==> src/rtl/block_output_pkg.sv <==
// Shared router parameters and types for the output stage of one router port.
package block_output_pkg;
    localparam int DATA_WIDTH = 8;
    localparam int N_PORT     = 5;
    localparam int N_PTR      = 3;

    // Input port indices in the order the arbiter scans them.
    localparam int LOCAL = 0;
    localparam int NORTH = 1;
    localparam int EAST  = 2;
    localparam int SOUTH = 3;
    localparam int WEST  = 4;

    typedef logic [N_PTR-1:0]      ptr_t;
    typedef logic [DATA_WIDTH-1:0] flit_t;
    typedef logic [N_PORT-1:0]     port_vec_t;
endpackage

==> src/rtl/block_output_if.sv <==
// Bundle of the request/pop side (towards the block_input instances) and the
// val/ret link side (towards the neighbour router) of one output port.
interface block_output_if;
    import block_output_pkg::*;

    port_vec_t                    req;
    logic [N_PORT*DATA_WIDTH-1:0] Data_in;
    port_vec_t                    gnt;
    logic                         ret;
    logic                         val;
    flit_t                        Data_out;

    // master: the environment (inputs plus neighbour); slave: the output stage.
    modport master (output req, Data_in, ret, input gnt, val, Data_out);
    modport slave  (input req, Data_in, ret, output gnt, val, Data_out);
endinterface

==> src/rtl/block_output_rr_arbiter.sv <==
// Combinational round-robin arbiter: scans req from ptr upward, wrapping
// modulo N_PORT, and grants the first requester while en is high.
module block_output_rr_arbiter
    import block_output_pkg::*;
(
    input  port_vec_t req_i,
    input  logic      en_i,
    input  ptr_t      ptr_i,
    output port_vec_t gnt_o,
    output ptr_t      winner_o,
    output logic      valid_o
);
    localparam logic [N_PTR:0] N_PORT_W = (N_PTR+1)'(N_PORT);

    logic [N_PTR:0] sum  [N_PORT];
    ptr_t           cand [N_PORT];

    // cand[gi] is the port index visited at scan position gi; ptr is always
    // below N_PORT, so a single subtraction is enough to wrap.
    for (genvar gi = 0; gi < N_PORT; gi++) begin : g_cand
        assign sum[gi]  = {1'b0, ptr_i} + (N_PTR+1)'(gi);
        assign cand[gi] = (sum[gi] >= N_PORT_W) ? N_PTR'(sum[gi] - N_PORT_W)
                                                 : sum[gi][N_PTR-1:0];
    end

    // Priority pick in scan order: the first requesting candidate wins.
    always_comb begin
        winner_o = '0;
        valid_o  = 1'b0;
        for (int k = 0; k < N_PORT; k++) begin
            if (en_i && !valid_o && req_i[cand[k]]) begin
                valid_o  = 1'b1;
                winner_o = cand[k];
            end
        end
    end

    for (genvar gi = 0; gi < N_PORT; gi++) begin : g_gnt
        assign gnt_o[gi] = valid_o && (winner_o == N_PTR'(gi));
    end
endmodule

==> src/rtl/block_output.sv <==
// Output stage of one router port: arbitrates the five inputs round-robin,
// pops the winner's head flit and drives it over the val/ret link.
module block_output
    import block_output_pkg::*;
(
    input  logic           clk,
    input  logic           rst,
    block_output_if.slave  bus
);
    flit_t     flit [N_PORT];
    port_vec_t gnt_w;
    ptr_t      winner;
    logic      grant;
    logic      slot_free;
    logic      transfer;

    logic  val_q,  val_d;
    flit_t data_q, data_d;
    ptr_t  ptr_q,  ptr_d;

    for (genvar gi = 0; gi < N_PORT; gi++) begin : g_flit
        assign flit[gi] = bus.Data_in[gi*DATA_WIDTH +: DATA_WIDTH];
    end

    // The slot can take a flit when empty or when the current one leaves this
    // edge; grants are suppressed during reset so no input pops a flit then.
    assign transfer  = val_q && !bus.ret;
    assign slot_free = rst && (!val_q || !bus.ret);

    block_output_rr_arbiter u_arb (
        .req_i    (bus.req),
        .en_i     (slot_free),
        .ptr_i    (ptr_q),
        .gnt_o    (gnt_w),
        .winner_o (winner),
        .valid_o  (grant)
    );

    assign bus.gnt      = gnt_w;
    assign bus.val      = val_q;
    assign bus.Data_out = data_q;

    // Next state: a grant loads the winner's flit (replacing one that leaves
    // the same edge), a transfer without a grant drains the slot.
    always_comb begin
        val_d  = val_q;
        data_d = data_q;
        ptr_d  = ptr_q;
        if (grant) begin
            val_d  = 1'b1;
            data_d = flit[winner];
            ptr_d  = (winner == N_PTR'(N_PORT-1)) ? '0 : winner + N_PTR'(1);
        end else if (transfer) begin
            val_d = 1'b0;
        end
    end

    // Output register and round-robin pointer, cleared asynchronously.
    always_ff @(posedge clk or negedge rst) begin
        if (!rst) begin
            val_q  <= 1'b0;
            data_q <= '0;
            ptr_q  <= '0;
        end else begin
            val_q  <= val_d;
            data_q <= data_d;
            ptr_q  <= ptr_d;
        end
    end
endmodule

==> src/flat_wrapper.sv <==
// flat-port wrapper written by rule: the top's interface ports become plain ports
module block_output_flat import block_output_pkg::*;
  (clk, rst, bus_req, bus_Data_in, bus_ret, bus_gnt, bus_val, bus_Data_out);
  block_output_if bus_i ();
  input  logic clk;
  input  logic rst;
  input wire logic [$bits(bus_i.req)-1:0] bus_req;
  input wire logic [$bits(bus_i.Data_in)-1:0] bus_Data_in;
  input wire logic [$bits(bus_i.ret)-1:0] bus_ret;
  output wire logic [$bits(bus_i.gnt)-1:0] bus_gnt;
  output wire logic [$bits(bus_i.val)-1:0] bus_val;
  output wire logic [$bits(bus_i.Data_out)-1:0] bus_Data_out;
  assign bus_i.req = bus_req;
  assign bus_i.Data_in = bus_Data_in;
  assign bus_i.ret = bus_ret;
  assign bus_gnt = bus_i.gnt;
  assign bus_val = bus_i.val;
  assign bus_Data_out = bus_i.Data_out;
  block_output u_core (.clk(clk), .rst(rst), .bus(bus_i));
endmodule
==> config.mk <==
export PLATFORM = sky130hd
export DESIGN_NAME = block_output_flat
export DESIGN_NICKNAME = d
export VERILOG_FILES = /design/src/rtl/block_output_pkg.sv /design/src/rtl/block_output_if.sv /design/src/rtl/block_output_rr_arbiter.sv /design/src/rtl/block_output.sv /design/src/flat_wrapper.sv
export SDC_FILE = /design/constraint.sdc
export NUM_CORES = 1
export LEC_CHECK = 0
export CAP_MARGIN = 30
export CORE_MARGIN = 5
export CORE_UTILIZATION = 25
export CTS_CLUSTER_SIZE = 16
export DETAILED_ROUTE_END_ITERATION = 10
export MAX_ROUTING_LAYER = met4
export SYNTH_ARGS = -nofsm -noshare
export SYNTH_HDL_FRONTEND = slang
export SYNTH_SLANG_ARGS = --single-unit
==> constraint.sdc <==
create_clock -name clk -period 7.4 [get_ports clk]
set_input_delay 2.22 -clock clk [delete_from_list [all_inputs] [get_ports clk]]
set_output_delay 2.22 -clock clk [all_outputs]
set_load 0.02 [all_outputs]
# Word-level counts from Yosys, hierarchy flattened

Cells that the tools add are included.

Memory bits (writable): 0
Memories kept: 0
Output and inout port bits: 14
Register bits after elaboration: 12
ROM bits: 0
Word-level logic and storage cells: 85
Bits in latches: 0
Input port bits: 48

$add $sub $neg: 10
Multiply operators: 0
Div/mod/pow operators: 0
Order comparisons: 11
Shift-type cells: 0
Reduce and logical (&&, ||, !) cells: 25
Eq/ne operators: 4
Bitwise logic cells: 1
Muxes and demuxes: 31

Operators by type and width:

| kind                  | count |
|---|---|
| $mux W3               | 11 |
| $bmux W8 S3           | 1 |
| $lt A3 B4 Y1 const B  | 5 |
| $ge A4 B3 Y1 const B  | 4 |
| $logic_and A1 B1 Y1   | 16 |
| $mux W8               | 2 |
| $bmux W1 S3           | 5 |
| $sub A3 B3 Y3 const B | 5 |
| $mux W1               | 12 |
| $add A3 B2 Y4 const B | 2 |
| $eq A3 B2 Y1 const B  | 2 |
| $logic_not A1 Y1      | 6 |
| $add A3 B1 Y4 const B | 1 |
| $add A3 B3 Y4 const B | 1 |
| $ge A4 B4 Y1 const B  | 1 |
| $not A3 Y4            | 1 |
| $add A3 B1 Y3 const B | 1 |
| $eq A3 B1 Y1 const B  | 1 |
| $eq A3 B3 Y1 const B  | 1 |
| $ge A3 B3 Y1 const B  | 1 |
| $logic_not A3 Y1      | 1 |
| $reduce_bool A2 Y1    | 1 |
| $logic_or A1 B1 Y1    | 1 |

# Longest topological paths before layout

Depth after elaboration: 26
Gate-level depth with buffers: 19
Mapped depth without buffers: 16

# Modules after synthesis

A second synthesis with hierarchy kept.

Cells, all modules: 235
Area total of the unflattened synthesis: 1951.9 sq um

Modules (own cells, without submodules):

| module                  | instances | area an instance (sq um) | cells each | sequential area each (sq um) |
|---|---|---|---|---|
| block_output_rr_arbiter | 1         | 1176.1                   | 168        | 0.0 |
| block_output            | 1         | 775.7                    | 67         | 300.3 |

# Worst setup path before layout

Ideal clock, no wire load.

Path kind: in2out
Start point: input bus_req[3]
End point: output bus_gnt[4]
Stages: 13
Path buffers: 2
Setup slack: 0.536 ns
Arrival: 4.644 ns
Required time: 5.180 ns
Cell sequence: mux4_2 mux2_2 nand2_1 a21oi_1 a31oi_4 nand2b_1 buf_6 o22ai_4 o31ai_4 buf_6 inv_1 ha_1 nor2b_1

Cells in the longest elaborated chain, start to end: 22
Elaborated cells on any way between the ends: 35
Classes of those cells: eq/ne: 1; mux: 20; reduce/logical: 14

Ends and longest elaborated chain:

| item                             | line                          | source |
|---|---|---|
| start, declared                  | flat_wrapper.sv:7             | `input wire logic [$bits(bus_i.req)-1:0] bus_req;` |
| $bmux W1 S3                      | block_output_rr_arbiter.sv:31 | `if (en_i && !valid_o && req_i[cand[k]]) begin` |
| $mux W1 (not written as such)    | block_output_rr_arbiter.sv:31 |  |
| $logic_and A1 B1 Y1              | block_output_rr_arbiter.sv:31 |  |
| $mux W1                          | block_output_rr_arbiter.sv:31 |  |
| $logic_not A1 Y1                 | block_output_rr_arbiter.sv:31 |  |
| $logic_and A1 B1 Y1 (2 in a row) | block_output_rr_arbiter.sv:31 |  |
| $mux W1                          | block_output_rr_arbiter.sv:31 |  |
| $logic_not A1 Y1                 | block_output_rr_arbiter.sv:31 |  |
| (+3 left out)                    | --                            |  |
| $logic_not A1 Y1                 | block_output_rr_arbiter.sv:31 |  |
| $logic_and A1 B1 Y1 (2 in a row) | block_output_rr_arbiter.sv:31 |  |
| $mux W1                          | block_output_rr_arbiter.sv:31 |  |
| $logic_not A1 Y1                 | block_output_rr_arbiter.sv:31 |  |
| $logic_and A1 B1 Y1 (2 in a row) | block_output_rr_arbiter.sv:31 |  |
| $mux W3                          | block_output_rr_arbiter.sv:31 |  |
| $eq A3 B3 Y1                     | block_output_rr_arbiter.sv:39 | `assign gnt_o[gi] = valid_o && (winner_o == N_PTR'(gi));` |
| $logic_and A1 B1 Y1 *            | block_output_rr_arbiter.sv:39 |  |
| end, declared                    | flat_wrapper.sv:10            | `output wire logic [$bits(bus_i.gnt)-1:0] bus_gnt;` |

Mark *: on every way between the ends. The rest lies on a longest branch, timed or not. The select of a mux whose other input is x is not followed.

# Worst setup path in the final report

Start point: input bus_req[3]
End point: output bus_gnt[3]

Cells in the longest elaborated chain, start to end: 22
Elaborated cells on any way between the ends: 35
Classes of those cells: eq/ne: 1; mux: 20; reduce/logical: 14

Ends and longest elaborated chain:

| item                             | line |
|---|---|
| $bmux W1 S3                      | block_output_rr_arbiter.sv:31 |
| $mux W1 (not written as such)    | block_output_rr_arbiter.sv:31 |
| $logic_and A1 B1 Y1              | block_output_rr_arbiter.sv:31 |
| $mux W1                          | block_output_rr_arbiter.sv:31 |
| $logic_not A1 Y1                 | block_output_rr_arbiter.sv:31 |
| $logic_and A1 B1 Y1 (2 in a row) | block_output_rr_arbiter.sv:31 |
| $mux W1                          | block_output_rr_arbiter.sv:31 |
| $logic_not A1 Y1                 | block_output_rr_arbiter.sv:31 |
| (+3 left out)                    | -- |
| $logic_not A1 Y1                 | block_output_rr_arbiter.sv:31 |
| $logic_and A1 B1 Y1 (2 in a row) | block_output_rr_arbiter.sv:31 |
| $mux W1                          | block_output_rr_arbiter.sv:31 |
| $logic_not A1 Y1                 | block_output_rr_arbiter.sv:31 |
| $logic_and A1 B1 Y1 (2 in a row) | block_output_rr_arbiter.sv:31 |
| $mux W3                          | block_output_rr_arbiter.sv:31 |
| $eq A3 B2 Y1                     | block_output_rr_arbiter.sv:39 |
| $logic_and A1 B1 Y1 *            | block_output_rr_arbiter.sv:39 |

Marks and branches as above.

==> impl_metrics.ini <==
[cts]
clockBufferDepth = 2
ctsHoldBuffers = 0
clk_latency_ps = 240
path_clk_slew_ps = 60
cts_sinks = 12
h-tree-depth = 1
cts_tree = built
numCtsBuffers = 3
root_buffer = clkbuf_8
cts_setup_buffers = 0

[routing]
avgRoutedWirePerCell_um = 15.6
first_pass_iters = 4
top_layer = met4
num_vias = 2341
routed-wl-met2_um = 3220
drt_iter0_markers = 100
wl_met1_um = 3090
routed-wl-met3_um = 515
ant_nets = 0
remaining_drc_errors = 0
routed_via_density = 5.26
wl_um = 6950

[worst_setup_path]
cp.depth = 12
cp_top_family = buffers and inverters
r2r-start = u_core.ptr_q[1]$_DFFE_PN0P_
cp.arrival_ps = 5060
cpPeakStageDelay_ps = 480
reg2reg_to = u_core.bus.Data_out[1]$_DFFE_PN0P_
path_class = input port to primary output
ff2ff_path_depth = 14
critPathCaptureType = primary output
worst-path-buf-inv = 2
cp-start-kind = input port
endpoint = bus_gnt[3]
worstSetupStartpoint = bus_req[3]
crit_chain = clkdlybuf4s50_1, mux4_2, mux2_2, nand2_1, a21oi_1, a31oi_4, nand2b_1, o31a_1, nor2_4, ha_1, and3_1, clkdlybuf4s15_1
critPathMaxFanout = 4
critical_path_required_ps = 5180
cp_slowest_cell = mux4_2
r2r_slack_ps = 3020

[synth]
synth_top_area_share_pct = 14.2
synthFlopType = dfrtp_1
netlist_instances = 254
yosysWarnings = 0
synth.distinct_cells = 61
ys_seq_area_share_pct = 14.2
ys_top_cells_by_area = dfrtp_1, mux2i_1, ha_1
synthArstFlopShare_pct = 100
synth_top_cell_by_area = dfrtp_1
avgSynthCellArea_um2 = 8.35
syn_area_um2 = 2120
syn_nets = 315
synth_edf_count = 0
synth_seq_cells = 12
synth_common_cells = mux2i_1, nor2_1, nand2_1

[sta]
holdWs_ps = 549
fmax_ghz = 0.137
rsz0062_at_grt = no
period_needed_ps = 7280
finalHoldViolCount = 0
finalCritPeriodShare_pct = 98.4
slew_viol_final = 0
slew_headroom_pct = 59.5
tightest_slew_ps = 591
fin_skew_ps = 4.89
setup_viol = 0

[placed_design]
dp_hpwl_um = 5540
portBuffers = 61
finalWeightedCongestion = 0.894
dp_cells = 442
place_area_um2 = 3030

[floorplanning]
rows = 33
coreArea_um2 = 8260
pin_count = 62
die_w_um = 102
die_y_um = 102
die-area_um2 = 10400
start_util_pct = 25.7

[grt]
grt_overflow = 0
antenna_found_initial = 0
track_usage_pct = 14.0
grt_start_max_net_pins = 38
grt_pass1_wl_um = 11400
grt_pass1_vias = 2374

[layout]
stdcell_count = 445
fin_area_um2 = 3080
antennaDiodeCount = 0
syn2layout_area_growth_pct = 44.9
fin_nets = 403
drive_gt1_share_pct = 22.1

[run_status]
status = complete, no violations

[flow_run]
max-cap-violations = 0

[worst_hold_path]
hp-class = register to register
==> layer usage <==
| metal | global-route usage [%] | vias to the layer above |
|---|---|---|
| li1 | - | 1137 |
| met1 | 19.2 | 1094 |
| met2 | 21.6 | 97 |
| met3 | 1.84 | 13 |
| met4 | 3.73 | 0 |
| met5 | - | - |
==> metrics by stage <==
| step | setup TNS [ps] | util, % | setup slack (ps) |
|---|---|---|---|
| finish | 0 | 37.2 | 120 |
| CTS | 0 | 37.3 | 7.71 |
| global placement | -1020 | 36.7 | -228 |
| global route | 0 | 37.2 | 4.22 |
| floorplan | 0 | - | 536 |
| detailed placement | -1320 | 36.7 | -327 |
==> worst min path at each step <==
stage / startpoint / endpoint / slack [ps] / depth (start not counted)
global route: u_core.bus.val$_DFFE_PN0P_ / u_core.bus.val$_DFFE_PN0P_ / 600 / 2
floorplan: u_core.bus.val$_DFFE_PN0P_ / u_core.bus.val$_DFFE_PN0P_ / 630 / 2
finish: u_core.bus.val$_DFFE_PN0P_ / u_core.bus.val$_DFFE_PN0P_ / 550 / 2
global placement: u_core.bus.val$_DFFE_PN0P_ / u_core.bus.val$_DFFE_PN0P_ / 540 / 2
CTS: u_core.bus.val$_DFFE_PN0P_ / u_core.bus.val$_DFFE_PN0P_ / 560 / 2
detailed placement: u_core.bus.val$_DFFE_PN0P_ / u_core.bus.val$_DFFE_PN0P_ / 540 / 2
==> state kept, by name, indices dropped and copies added (netlist names) <==
name                 flops
u_core.bus.Data_out      8
u_core.bus.val           1
u_core.ptr_q             3
==> cell type report <==
class | count | area, um^2
Fill cell | 854 | 5180
Multi-Input combinational cell | 216 | 1690
Timing Repair Buffer | 100 | 883
Sequential cell | 12 | 300
Tap cell | 105 | 131
Clock buffer | 3 | 41.3
Inverter | 9 | 33.8
==> cell usage in the layout, fill, tap and decap left out, types with 3 or more instances in the layout <==
cell type,instances
clkdlybuf4s50_1,56
buf_4,39
mux2i_1,18
nor2_1,18
nand2_1,16
nor2b_1,12
ha_1,12
dfrtp_1,12
nand2b_1,10
o22ai_1,10
a221oi_1,10
a211oi_2,8
inv_1,7
a21oi_1,7
o21ai_0,6
and3_1,6
o211ai_1,5
nor3b_1,5
and2_1,5
a21o_1,4
xnor2_1,4
o21ai_1,4
clkbuf_2,4
nor3_1,3
a21boi_0,3
nand4_1,3
a211o_1,3
a211oi_1,3
clkbuf_8,3
==> cell families (layout without fill, tap and decap cells) <==
kind of cell / Yosys count / after routing / synth area share, %
AO/OA/AOI/OAI: 82 / 82 / 31.4
AND/OR/NAND/NOR: 95 / 95 / 25.6
flip-flops: 12 / 12 / 14.2
buffers and inverters: 26 / 112 / 7.49
XOR/XNOR: 4 / 4 / 1.65
multiplexers: 22 / 22 / 11.7
adder cells (fa/ha/maj): 13 / 13 / 8.02
==> worst reg2reg max path: cells and delay by family (launching register included) <==
family | cells | cell delay (ps)
AOI/OAI and AO/OA | 6 | 1420
adders and majority gates | 2 | 800
buffers and inverters | 3 | 620
DFF | 1 | 650
muxes | 1 | 160
and+or+nand+nor | 2 | 600
==> repair_timing <==
action | in CTS | in global routing
endpoints found under the setup margin | 5 | 5
endpoints found under the hold margin | 0 | 0
gates cloned | 0 | 0
pin swaps | 0 | 1
resized for setup | 8 | 11
Power is not shown: default switching activity piles up to over one toggle a cycle in this logic, so the estimate is an artifact.
==> RTL edit: new RTL, same settings <==
Make the reset (`rst`) synchronous in one clocked block. Comments in the files are not updated.
--- a/src/rtl/block_output.sv
+++ b/src/rtl/block_output.sv
@@ -58,3 +58,3 @@
     // Output register and round-robin pointer, cleared asynchronously.
-    always_ff @(posedge clk or negedge rst) begin
+    always_ff @(posedge clk) begin
         if (!rst) begin
Behaviour: differs if rst is asserted again (counterexample within 4 cycles, from zero or initial values and one cycle with rst low); with rst held inactive, the same outputs for 10 cycles.
==> RTL edit against the unedited design <==
Area after synthesis up 3.0%. Global-route usage decreased by 0.69 points. Worst setup slack lost 0.035 ns. First-iteration DRC count increased by 17%. Clock skew down 0.0021 ns. Utilization decreased by 0.57 points. Wire length is 2.4% higher. Sequential cell count unchanged. Final area increased by 3.0%.
==> RTL edit: results (changes against the unedited design) <==
Placement
  • Hpwl dp: 5660 µm (+2.3%)
  • Cell Area, Placed: 3100 µm² (+2.4%)

Timing
  • Worst hold slack: 0.511 ns (-0.0386 ns)
  • Relative slew margins: 58.9% (-0.51 points)
  • Setup Skew: 0.00281 ns (-0.00209 ns)

Drt
  • Wirelength per Cell: 15.3 µm (-2.0%)
  • Vias per cell: 5.19 (-1.3%)
  • DRT iter0 DRCs: 117 (+17%)

Yosys
  • Unique masters post-synth: 79 (+30%)
  • Register area share after synthesis: 11.0% (-3.2 points)
  • Synth top cells by count: 22 x nand2_1, 17 x nor2_1, 16 x inv_1, 15 x a21oi_1, 13 x a211oi_1
  • Dominant synthesized flop cell: dfxtp_1
  • Synth top area cells: dfxtp_1 11%, ha_1 6.9%, mux2i_1 5.5%
  • Asr flop ratio synth: 0% (-100 points)

Layout
  • Nets: 420 (+4.2%)
  • Layout fillers: 876 (+2.6%)
  • Sequential Area: 240 µm² (-20%)

Status
  • Status: finished clean

GRT
  • Global-route wire length before repair: 12100 µm (+5.5%)
  • GR Util met3: 1.80% (-0.040 points)
  • Overall Global Routing Usage: 13.3% (-0.69 points)
  • Vias in the first global route: 2484 (+4.6%)
  • Largest net degree at the start of global routing: 32 (-16%)
  • Grt met2 use: 21.6% (about the same)

Setup path
  • FF-to-FF End: u_core.ptr_q[2]$_SDFFE_PN0P_
  • Largest delay share family, worst path: multiplexers
  • Worst-path fanout max: 5 (+1)
  • Crit path DAT: 5.10 ns (+0.04 ns)
  • Worst R2R Setup Slack: 3.16 ns (+0.14 ns)

Worst hold path
  • Worst Hold End: u_core.bus.val$_SDFFE_PN0P_
-- RTL edit: timing repair --
item / in CTS / in global routing
setup buffers: 2 / 0
gates resized for setup: 27 / 9
setup endpoints to repair: 5 / 5
pin swaps: 2 / 4
-- RTL edit: cell type report --
| class | count | area share, % |
|---|---|---|
| sequential | 12 | 7.59 |
| clock buffer | 3 | 1.30 |
| tap | 108 | 4.27 |
| multi-input combinational | 216 | 54.8 |
| timing repair buffer | 107 | 29.6 |
| inverter | 19 | 2.41 |
-- RTL edit: cell families (layout without fill, tap and decap cells) --
kind of cell | count (synthesis) | in the layout | share of synthesized area [%]
compound gates | 92 | 92 | 35.7
xor+xnor | 3 | 3 | 1.20
fa+ha+maj | 13 | 13 | 7.78
buf+inv | 37 | 129 | 10.8
flops | 12 | 12 | 11.0
mux | 18 | 18 | 10.1
simple gates | 90 | 90 | 23.4
-- RTL edit: layer usage --
metal  part of all wire (%)  wire length [µm]  vias to the layer above
li1                       -                 -                     1199
met1                     46              3290                     1127
met2                     46              3310                       81
met3                    6.3               446                        8
met4                    1.1                80                        0
met5                      0                 0                        -
-- RTL edit: worst max path at each step --
stage	end	slack, ns	depth (start not counted)
2_1_floorplan	bus_gnt[0]	0.26	11
3_3_place_gp	bus_gnt[0]	-0.58	13
3_5_place_dp	bus_gnt[0]	-0.63	13
4_1_cts	bus_gnt[0]	0.04	15
5_1_grt	bus_gnt[1]	0.01	13
6_report	bus_gnt[1]	0.08	13
-- RTL edit: worst reg2reg max path: stages (launching register included) --
cell and delay (ns):
dfxtp_1 0.40, buf_4 0.34, ha_1 0.46, and2b_1 0.25, o311a_1 0.32, o21ai_0 0.21
nand3_2 0.13, a311o_4 0.42, buf_4 0.15, or3_4 0.39, a21boi_4 0.16, ha_1 0.21
buf_4 0.13, or3_1 0.36, a311oi_1 0.24
-- RTL edit: power groups by stage --
| stage | registers [µW] | clock network [µW] | logic (µW) |
|---|---|---|---|
| after floorplan | 135 | 0 | 890 |
| after global placement | 111 | 0 | 1310 |
| after detailed placement | 111 | 0 | 1320 |
| after CTS | 111 | 61.2 | 1320 |
| after global routing | 114 | 63.7 | 1460 |
| final | 110 | 59.7 | 1340 |
-- RTL edit: through the flow --
step	cells	worst slack [ns]	total power (µW)
global placement	460	-0.582	1420
finish	465	0.0847	1510
floorplan	265	0.261	1020
global route	465	0.0129	1640
CTS	465	0.0361	1490
detailed placement	460	-0.634	1430
